[config.mk]
export PLATFORM = sky130hd
export DESIGN_NAME = axioma_io_master
export DESIGN_NICKNAME = d
export VERILOG_FILES = /design/src/rtl/axioma_io_master.sv
export SDC_FILE = /design/constraint.sdc
export NUM_CORES = 1
export LEC_CHECK = 0
export ABC_CLOCK_PERIOD_IN_PS = 2100
export BUFFER_PORTS_ARGS = -buffer_cell sky130_fd_sc_hd__buf_2
export CAP_MARGIN = 10
export CORE_MARGIN = 3
export CORE_UTILIZATION = 50
export CTS_CLUSTER_SIZE = 20
export DETAILED_ROUTE_END_ITERATION = 12
export PLACE_DENSITY = 0.83
export SYNTH_ARGS = -nofsm -noshare
export SYNTH_HDL_FRONTEND = slang
export SYNTH_SLANG_ARGS = --single-unit
[constraint.sdc]
create_clock -name clk -period 2.1 [get_ports clk]
set_clock_uncertainty 0.2 [all_clocks]
set_input_delay 0.315 -clock clk [delete_from_list [all_inputs] [get_ports clk]]
set_output_delay 0.315 -clock clk [all_outputs]
set_load 0.005 [all_outputs]
[src/rtl/axioma_io_master.sv]
// I/O-bus initiator: turns IN/OUT/SBI/CBI/SBIS/SBIC micro-ops into single-cycle
// read/write strobes toward memory-mapped peripherals.
module axioma_io_master #(
    parameter logic [5:0] PINB_ADDR = 6'h23,
    parameter logic [5:0] PINC_ADDR = 6'h26,
    parameter logic [5:0] PIND_ADDR = 6'h29
) (
    input  logic       clk,
    input  logic       reset_n,
    input  logic       req_valid,
    output logic       req_ready,
    input  logic [2:0] req_op,
    input  logic [5:0] req_addr,
    input  logic [2:0] req_bit,
    input  logic [7:0] req_wdata,
    output logic       rsp_valid,
    input  logic       rsp_ready,
    output logic [7:0] rsp_data,
    output logic       rsp_skip,
    output logic       rsp_err,
    output logic [5:0] io_addr,
    output logic [7:0] io_wdata,
    input  logic [7:0] io_rdata,
    output logic       io_read,
    output logic       io_write
);

    typedef enum logic [1:0] {
        ST_IDLE  = 2'd0,
        ST_READ  = 2'd1,
        ST_WRITE = 2'd2,
        ST_RESP  = 2'd3
    } state_t;

    localparam logic [2:0] OP_IN   = 3'd0;
    localparam logic [2:0] OP_OUT  = 3'd1;
    localparam logic [2:0] OP_SBI  = 3'd2;
    localparam logic [2:0] OP_CBI  = 3'd3;
    localparam logic [2:0] OP_SBIS = 3'd4;
    localparam logic [2:0] OP_SBIC = 3'd5;

    state_t     state_q, state_d;
    logic [2:0] op_q, op_d;
    logic [5:0] addr_q, addr_d;
    logic [2:0] bit_q, bit_d;
    logic [7:0] wr_q, wr_d;
    logic [7:0] data_q, data_d;
    logic       skip_q, skip_d;
    logic       err_q, err_d;

    function automatic logic [7:0] bit_mask(input logic [2:0] b);
        return 8'h01 << b;
    endfunction

    // PINx registers toggle on write-1, so bit ops there skip the read phase.
    function automatic logic is_pin(input logic [5:0] a);
        return (a == PINB_ADDR) || (a == PINC_ADDR) || (a == PIND_ADDR);
    endfunction

    // State register and response/bus holding registers.
    always_ff @(posedge clk) begin
        if (!reset_n) begin
            state_q <= ST_IDLE;
            op_q    <= 3'd0;
            addr_q  <= 6'd0;
            bit_q   <= 3'd0;
            wr_q    <= 8'd0;
            data_q  <= 8'd0;
            skip_q  <= 1'b0;
            err_q   <= 1'b0;
        end else begin
            state_q <= state_d;
            op_q    <= op_d;
            addr_q  <= addr_d;
            bit_q   <= bit_d;
            wr_q    <= wr_d;
            data_q  <= data_d;
            skip_q  <= skip_d;
            err_q   <= err_d;
        end
    end

    // Next-state and next-value logic; bus write data is computed one cycle ahead.
    always_comb begin
        state_d = state_q;
        op_d    = op_q;
        addr_d  = addr_q;
        bit_d   = bit_q;
        wr_d    = wr_q;
        data_d  = data_q;
        skip_d  = skip_q;
        err_d   = err_q;
        case (state_q)
            ST_IDLE: begin
                if (req_valid) begin
                    op_d   = req_op;
                    addr_d = req_addr;
                    bit_d  = req_bit;
                    skip_d = 1'b0;
                    err_d  = 1'b0;
                    case (req_op)
                        OP_IN, OP_SBIS, OP_SBIC: state_d = ST_READ;
                        OP_OUT: begin
                            state_d = ST_WRITE;
                            wr_d    = req_wdata;
                            data_d  = req_wdata;
                        end
                        OP_SBI, OP_CBI: begin
                            if (is_pin(req_addr)) begin
                                state_d = ST_WRITE;
                                wr_d    = (req_op == OP_SBI) ? bit_mask(req_bit) : 8'h00;
                                data_d  = (req_op == OP_SBI) ? bit_mask(req_bit) : 8'h00;
                            end else begin
                                state_d = ST_READ;
                            end
                        end
                        default: begin
                            state_d = ST_RESP;
                            err_d   = 1'b1;
                        end
                    endcase
                end else begin
                    state_d = ST_IDLE;
                end
            end
            ST_READ: begin
                data_d = io_rdata;
                case (op_q)
                    OP_SBI: begin
                        state_d = ST_WRITE;
                        wr_d    = io_rdata | bit_mask(bit_q);
                    end
                    OP_CBI: begin
                        state_d = ST_WRITE;
                        wr_d    = io_rdata & ~bit_mask(bit_q);
                    end
                    OP_SBIS: begin
                        state_d = ST_RESP;
                        skip_d  = io_rdata[bit_q];
                    end
                    OP_SBIC: begin
                        state_d = ST_RESP;
                        skip_d  = ~io_rdata[bit_q];
                    end
                    default: state_d = ST_RESP;
                endcase
            end
            ST_WRITE: state_d = ST_RESP;
            ST_RESP: begin
                if (rsp_ready) begin
                    state_d = ST_IDLE;
                end else begin
                    state_d = ST_RESP;
                end
            end
            default: state_d = ST_IDLE;
        endcase
    end

    assign req_ready = (state_q == ST_IDLE);
    assign io_read   = (state_q == ST_READ);
    assign io_write  = (state_q == ST_WRITE);
    assign rsp_valid = (state_q == ST_RESP);
    assign io_addr   = addr_q;
    assign io_wdata  = wr_q;
    assign rsp_data  = data_q;
    assign rsp_skip  = skip_q;
    assign rsp_err   = err_q;

endmodule

==> results.toml, run 1 <==
[global_routing]
grt_use_total_pct = 22.9
grt_max_degree = 25
antenna_found_initial = 0
grt_pass1_vias = 1589
grt_overflow = 0
grt_pass1_wl_mm = 7.56

[floorplanning]
die_x_um = 65.7
die_area_um2 = 4320
die_h_um = 65.7
initial_core_util_pct = 52.6
ios = 60
coreArea_um2 = 3390
rows = 21

[layout]
fin_area_um2 = 2160
final_util_pct = 63.6
syn_to_final_growth_pct = 20.9
finalNetCount = 313
drive_above_1_share_pct = 28.8
diodes = 0

[synth]
yosys_warnings = 0
synth_flop_cell = "dfxtp_1"
avgSynthCellArea_um2 = 7.89
async_reset_ff_share_pct = 0
synth_nets = 258
ys_top_cells_by_count = "nand2_1, dfxtp_1, a21oi_1"
yosysMostFrequentCell = "nand2_1"
synth_cells = 226
synth_top_cells_by_area = "dfxtp_1, mux2i_1, nand2_1, a21oi_1, o21ai_0"
ys_types = 38
ys_seq_elements = 32
yosysTopAreaCellShare_pct = 35.9
yosysSeqAreaShare_pct = 35.9
yosys.area.top_type = "dfxtp_1"
synth_edf_count = 0
syn_area_um2 = 1780

[timing]
setup_viol = 0
slew_viol_final = 0
fin_crit_ns = 1.92
tightest_slew_ns = 0.531
period_share_pct = 91.4
setup_ws_ns = 0.180
setup_tns_ns = 0
fmax_mhz = 521
slew_headroom_pct = 64.6
grt_setup_unrepaired = "no"
hold_viol = 0

[placed_design]
dp_hpwl_mm = 3.42
place_area_um2 = 2090
dp_slack_ns = 0.274
gp_congestion = 1.01
port-buffer-count = 59

[clock_tree]
htreeDepth = 2
clkSinkCount = 32
cts_hold_buf = 0
clk_latency_ns = 0.33
clk_pin_slew_ns = 0.09
numCtsBuffers = 5
cts_setup_buffers = 0
post_cts_resized = 0
cts_tree = "yes"
root_buffer = "clkbuf_4"
cts.path.max_buffers = 2

[worst_setup_path]
crit_type = "reg2out"
critical_path_required_ns = 1.58
crit_arrival_ns = 1.40
path_max_fanout = 11
startpoint_type = "flop"
crit_path_end_kind = "primary output"

[power_and_ir_drop]
clkPwrFrac_pct = 22.0
p_per_area_nw_per_um2 = 822
seqPwrFrac_pct = 43.5
p_switching_w = 0.000616
switching_share_pct = 34.8
p_int_w = 0.00116
ir_worst_vdd_v = 0.000464
power.leakage_nw = 0.942
combPwrFrac_pct = 34.4

[drt]
vias = 1823
wl_mm = 4.64
drc = 0
avgViaCountPerCell = 5.57
ant_nets = 0
drt_pass1_iterations = 5
wire_per_inst_um = 14.2
drtIter0Drc = 142

[status]
outcome = "finished, final reports clean"

[job]
maxCapViolCount = 0

[min_path]
hold_path.class = "in2reg"
[cells by family after synthesis]
kind of cell,synth area share (%)
simple gates,22.1
mux,13.1
compound gates,21.8
xor+xnor,0.983
flops,35.9
buf+inv,6.11
[per-stage QoR]
| step | cells | total power, W | hold slack (ns) |
|---|---|---|---|
| 6_report | 327 | 0.00177 | 0.0341 |
| 5_1_grt | 327 | 0.00190 | 0.0331 |
| 4_1_cts | 327 | 0.00178 | 0.0255 |
| 3_5_place_dp | 320 | 0.00139 | 0.247 |
| 3_3_place_gp | 320 | 0.00138 | 0.242 |
| 2_1_floorplan | 226 | 0.00119 | 0.240 |
[critical path: stages, from the launching register on]
cell	delay [ns]
dfxtp_1	0.36
inv_1	0.15
nand2_1	0.09
inv_1	0.28
buf_2	0.19
[flip-flops by register name (all words and copies together) (netlist names)]
signal,cells
rsp_skip,1
rsp_data,8
bit_q,3
io_addr,6
io_wdata,8
rsp_err,1
state_q,2
op_q,3
[path summary, 6_finish.rpt]
kind	from	to	slack, ns	cells past startpoint
worst min register to register	rsp_data[0]	rsp_data[0]	0.26	2
worst min-delay path	req_addr[5]	io_addr[5]	0.03	3
worst max-delay path	state_q[1]	io_read	0.18	4
worst max register to register	bit_q[1]	rsp_skip	0.28	5
[layer usage]
layer	global-route usage (%)	vias to the layer above	wire, um
met5	0	-	0
met4	10.9	0	109
met3	5.47	10	419
met2	35.4	91	2120
met1	29.9	817	1990
li1	-	905	-
[cell type report]
cell class,instances,area [um^2]
timing repair buffer,66,348
inverter,3,11.3
multi-input combinational,173,1030
clock buffer,7,65.1
sequential,32,641
fill,307,1230
tap,46,57.6
[layout by cell type, fill, tap and decap left out, types with 2 or more instances in the layout]
master     n
a21oi_1   26
clkbuf_4   5
inv_1      3
nand2_1   50
buf_4      7
o21ai_0   17
dfxtp_1   32
and2_1     2
nor2_1    12
buf_2     59
nor3b_1    3
nand2b_1   2
o22ai_1    9
nand3b_1   3
nand3_1    3
nor2b_1    2
a31oi_1    3
mux2i_1   20
mux2_2     3
a41oi_1    2
clkbuf_8   2
[power groups by stage]
stage / sequential [W] / combinational, W / clock (W)
final: 0.000772 / 0.000610 / 0.000390
after global placement: 0.000781 / 0.000600 / 0
after floorplan: 0.000756 / 0.000432 / 0
after global routing: 0.000787 / 0.000680 / 0.000430
after detailed placement: 0.000784 / 0.000607 / 0
after CTS: 0.000770 / 0.000610 / 0.000401
Note: power is estimated with default switching activity, not from simulation.
==> inputs of run 2 (changes only) <==
ABC_AREA = 1   (was unset)
CORE_UTILIZATION = 51   (was 50)
PLACE_DENSITY = 0.84   (was 0.83)
==> run 2 against run 1 <==
Compared with the run above: synthesized cell count up 43%; clock-buffer cell count stayed put; critical path depth is 1 lower; area after synthesis up 9.1%; hold slack improved by 0.047 ns; critical path type unchanged; maximum frequency increased by 12%; combinational power rose by 25%; via count rose by 18%; core utilization grew 2.6 points; cell count is 30% higher; flip-flop and latch count did not move.
==> results.toml, run 2 <==
[status]
outcome = "finished, final reports clean"

[synth]
avgSynthCellArea_um2 = 6.00
async_reset_ff_share_pct = 0
synthXorXnorAreaFrac_pct = 0
ys_seq_elements = 32
yosys_warnings = 0
muxShareOfSynthArea_pct = 0
synth_cells = 324
synth_nets = 356
ys_top_cells_by_count = "nand2_1, nor2_1, inv_1"
yosysMostFrequentCell = "nand2_1"
synth_adder_area_share_pct = 0
syn_area_um2 = 1940
synth_top_cells_by_area = "dfxtp_1, nand2_1, nor2_1, o21ai_0, inv_1"
synth_flop_cell = "dfxtp_1"
synth_top_family_by_area = "simple AND/OR/NAND/NOR gates"
yosys.area_share.simple_pct = 38.0
yosysSeqAreaShare_pct = 32.9
synth-compound-area-share_pct = 15.8
yosysTopAreaCellShare_pct = 32.9
ys_types = 22
synth_edf_count = 0
yosys.area.top_type = "dfxtp_1"

[clock_tree]
numCtsBuffers = 5
cts_setup_buffers = 0
post_cts_resized = 0
root_buffer = "clkbuf_8"
htreeDepth = 2
clk_latency_ns = 0.28
cts_hold_buf = 0
clk_pin_slew_ns = 0.06
cts.path.max_buffers = 2
cts_tree = "yes"
clkSinkCount = 32

[power_and_ir_drop]
power.leakage_nw = 1.26
p_per_area_nw_per_um2 = 899
ir_worst_vdd_v = 0.000416

[floorplanning]
die_x_um = 67.7
ios = 60
coreArea_um2 = 3490
die_h_um = 67.7
initial_core_util_pct = 55.6
die_area_um2 = 4590
rows = 21

[drt]
drt_pass1_iterations = 4
met1Wirelength_mm = 2.10
wire_per_inst_um = 11.6
top_layer = "met4"
wl_mm = 4.95
route.met2.wl_mm = 2.37
ant_nets = 0
vias = 2143
drtIter0Drc = 187
routed-wl-met3_um = 362
avgViaCountPerCell = 5.04
drc = 0

[timing]
grt_setup_unrepaired = "no"
fin_crit_ns = 1.71
period_share_pct = 81.4
slew_viol_final = 0
whs_ns = 0.0812
setup_ws_ns = 0.391
hold_viol = 0
tightest_slew_ns = 0.529
setup_tns_ns = 0
fmax_mhz = 585
setup_viol = 0
slew_headroom_pct = 64.5

[worst_setup_path]
cp_top_family = "flip-flops"
critical_path_required_ns = 1.58
crit_type = "reg2out"
path_buf_inv = 2
path_max_fanout = 17
critical_path.cell_chain = "inv_2, nor2_8, buf_2"
max_stage_delay_ns = 0.42
crit_path_end_kind = "primary output"
crit_arrival_ns = 1.19
startpoint_type = "flop"
slowest_stage = "dfxtp_1"

[layout]
drive_above_1_share_pct = 21.4
final_util_pct = 66.2
layout_commonest_cell = "nand2_1"
syn_to_final_growth_pct = 19.0
fin_area_um2 = 2310
finalNetCount = 411
diodes = 0
mostFrequentLayoutCells = "nand2_1, buf_2, nor2_1, inv_1, o21ai_0"
fill_cells = 345

[global_routing]
grt_use_total_pct = 24.2
grt_max_degree = 30
grt_pass1_wl_mm = 8.40
antenna_found_initial = 0
grt_overflow = 0
grt_pass1_vias = 1951

[placed_design]
dp_hpwl_mm = 3.79
gp_congestion = 0.885
place_area_um2 = 2220
port-buffer-count = 59
dp_slack_ns = 0.386

[min_path]
hold_path.class = "in2reg"

[job]
maxCapViolCount = 0
[run 2: changes by cell type in the layout (fill, tap and decap cells not counted), sizes merged, moves of 6 or more]
cell | previous run | this run
nand2 | 50 | 102
nor2 | 12 | 59
inv | 3 | 45
o21ai | 17 | 38
mux2i | 20 | 0
a21oi | 26 | 11
nand3 | 3 | 16
o22ai | 9 | 0
buf | 66 | 60
o211ai | 0 | 6
[run 2: cell families after synthesis]
group,Yosys count
and+or+nand+nor,178
buffers and inverters,57
AOI/OAI and AO/OA,57
DFF,32
[run 2: power breakdown]
part | internal, W | switching, W
combinational | 0.000286 | 0.000476
sequential | 0.000729 | 0.0000830
clock | 0.000291 | 0.000215
total | 0.00131 | 0.000774
[run 2: path summary, 6_finish.rpt]
kind	slack [ns]	cells past startpoint	from	endpoint
worst max-delay path	0.39	3	state_q[0]	io_read
worst min-delay path	0.08	3	req_addr[5]	io_addr[5]
worst max register to register	0.40	7	state_q[0]	io_wdata[6]
worst min register to register	0.27	2	rsp_err	rsp_err
[run 2: layout make-up]
| class | count | area, um^2 | share of cell area, % |
|---|---|---|---|
| tap | 46 | 57.6 | 2.49 |
| multi-input combinational | 235 | 1040 | 45.2 |
| timing repair buffer | 60 | 303 | 13.1 |
| clock buffer | 7 | 96.3 | 4.16 |
| sequential | 32 | 641 | 27.7 |
| inverter | 45 | 171 | 7.41 |
[run 2: per-stage QoR]
step / cells / power (W)
2_1_floorplan: 324 / 0.00136
3_3_place_gp: 418 / 0.00156
3_5_place_dp: 418 / 0.00158
4_1_cts: 425 / 0.00209
5_1_grt: 425 / 0.00226
6_report: 425 / 0.00208
[run 2: layer usage]
layer	track usage, %	vias up
li1	-	1111
met5	0	-
met3	7.32	16
met1	29.7	935
met2	39.2	81
met4	9.87	0
[run 2: worst min-delay path: stages]
cell	delay [ns]
buf_2	0.08
inv_1	0.04
a21oi_1	0.10
==> inputs of run 3 (changes only) <==
ABC_CLOCK_PERIOD_IN_PS = 1500   (was 2100)
CORE_UTILIZATION = 46   (was 51)
PLACE_DENSITY = 0.8   (was 0.84)
clock period = 1.5 ns   (was 2.1 ns; I/O delays follow)
==> run 3 against run 2 <==
Compared with the run above: the flow now finishes with violations (setup timing); first-iteration DRC count increased by 16%; setup slack got worse by 0.39 ns; die area is 9.9% higher; global-route usage fell by 2.6 points; sequential power rose by 40%; flip-flop and latch count did not move; design area is 14% higher; register-to-register slack worse by 0.36 ns; clock-buffer cell count fell by 1; routed wire length up 11%.
==> results.toml, run 3 (synthesis gave the netlist of run 2 again) <==
[status]
outcome = "finished, violations left"
violations = "setup timing"

[power_and_ir_drop]
ir_worst_vdd_v = 0.000567
total_power_w = 0.00335
power.leakage_nw = 1.39
p_per_area_nw_per_um2 = 1280

[timing]
grt_setup_unrepaired = "yes"
period_share_pct = 100
tightest_slew_ns = 0.252
slew_viol_final = 0
setup_ws_ns = -0.000673
hold_viol = 0
fin_crit_ns = 1.50
slew_headroom_pct = 83.1
fmax_mhz = 666
setup_viol = 1
whs_ns = 0.0238

[drt]
ant_nets = 0
wire_per_inst_um = 12.2
drtIter0Drc = 217
avgViaCountPerCell = 4.94
vias = 2225
drc = 0
drt_pass1_iterations = 4
wl_mm = 5.50

[layout]
final_util_pct = 65.2
finalNetCount = 431
fin_cells = 450
drive_above_1_share_pct = 29.3
layout_commonest_cell = "nand2_1"
mostFrequentLayoutCells = "nand2_1, buf_2, nor2_1, inv_1, o21ai_0"
diodes = 0
syn_to_final_growth_pct = 35.1

[floorplanning]
die_x_um = 71.0
rows = 23
die_h_um = 71.0
ios = 60
coreArea_um2 = 4030
die_area_um2 = 5040
initial_core_util_pct = 48.3

[worst_setup_path]
critical_path_required_ns = 1.07
startpoint_type = "flop"
critical_path.cell_chain = "inv_2, buf_6, nor2_4, buf_2"
crit_arrival_ns = 1.08
path_max_fanout = 4
worstRegToRegCells = 8
max_stage_delay_ns = 0.41
crit_path_end_kind = "primary output"
crit_type = "reg2out"
slowest_stage = "dfxtp_4"

[clock_tree]
root_buffer = "clkbuf_8"
numCtsBuffers = 5
clkSinkCount = 32
clk_latency_ns = 0.30
clk_pin_slew_ns = 0.07
htreeDepth = 2
cts_tree = "yes"
cts.path.max_buffers = 2

[min_path]
min_path_cells = 3
hold_path.class = "in2reg"

[global_routing]
grt_max_degree = 17
grt_use_total_pct = 21.6
grt_overflow = 0
grt_pass1_wl_mm = 8.60
grt_pass1_vias = 1958
antenna_found_initial = 0

[placed_design]
dp_hpwl_mm = 3.94
dpl.cell_count = 434
gp_congestion = 0.908
port-buffer-count = 59

[job]
maxCapViolCount = 0
run 3: cell types whose count changed in the layout (fill, tap and decap cells not counted), moves of 3 or more:
cell	change
buf_6	+4
dfxtp_2	+5
nor2_4	+3
dlygate4sd3_1	+3
inv_1	-5
inv_2	+4
nor2_1	-3
buf_4	+10
dfxtp_1	-7
run 3: worst max-delay path: cells and delay by family, from the launching register on:
family	cells	cell delay, ns
simple gates	1	0.09
flops	1	0.41
buf+inv	3	0.29
run 3: report_power, final:
part | internal [W] | switching, W | leakage (nW)
combinational | 0.000580 | 0.000792 | 1.07
clock | 0.000493 | 0.000342 | 0.0552
sequential | 0.00103 | 0.000114 | 0.267
total | 0.00210 | 0.00125 | 1.39
run 3: path summary, 6_finish.rpt:
path | to | slack (ns) | from
min reg2reg | io_addr[0] | 0.27 | io_addr[0]
max reg2reg | io_wdata[4] | 0.04 | state_q[1]
max | io_write | -0.0007 | state_q[1]
min | io_addr[0] | 0.02 | req_addr[0]
run 3: metal layers:
metal	routed length (um)	share of wire, %	up-vias	global-route usage (%)
met2	2640	48	83	37.0
met4	116	2.1	0	9.19
met5	0	0	-	0
met1	2350	43	969	26.3
li1	-	-	1160	-
met3	404	7.3	13	4.26
run 3: stage by stage:
step	TNS [ns]	area [um^2]	setup slack [ns]
finish	-0.000673	2630	-0.000673
global route	-0.0961	2630	-0.0373
CTS	0	2500	0.00380
detailed placement	-0.593	2320	-0.0697
global placement	-0.0516	2320	-0.0121
floorplan	0	1940	0.0779
run 3: area by class of cell:
type / instances / area, um^2
clock buffers: 6 / 72.6
clock inverters: 2 / 35.0
fillers: 381 / 1400
inverters: 45 / 174
multi-input cells: 236 / 1130
flip-flops and latches: 32 / 654
well taps: 50 / 62.6
repair buffers: 79 / 498
run 3: repair_timing:
item	in CTS	in global routing
gates cloned	0	1
hold endpoints to repair	3	0
endpoints found under the setup margin	12	19
buffers inserted	3	1
hold buffers	3	0
resized for setup	8	32
pin swaps	1	7
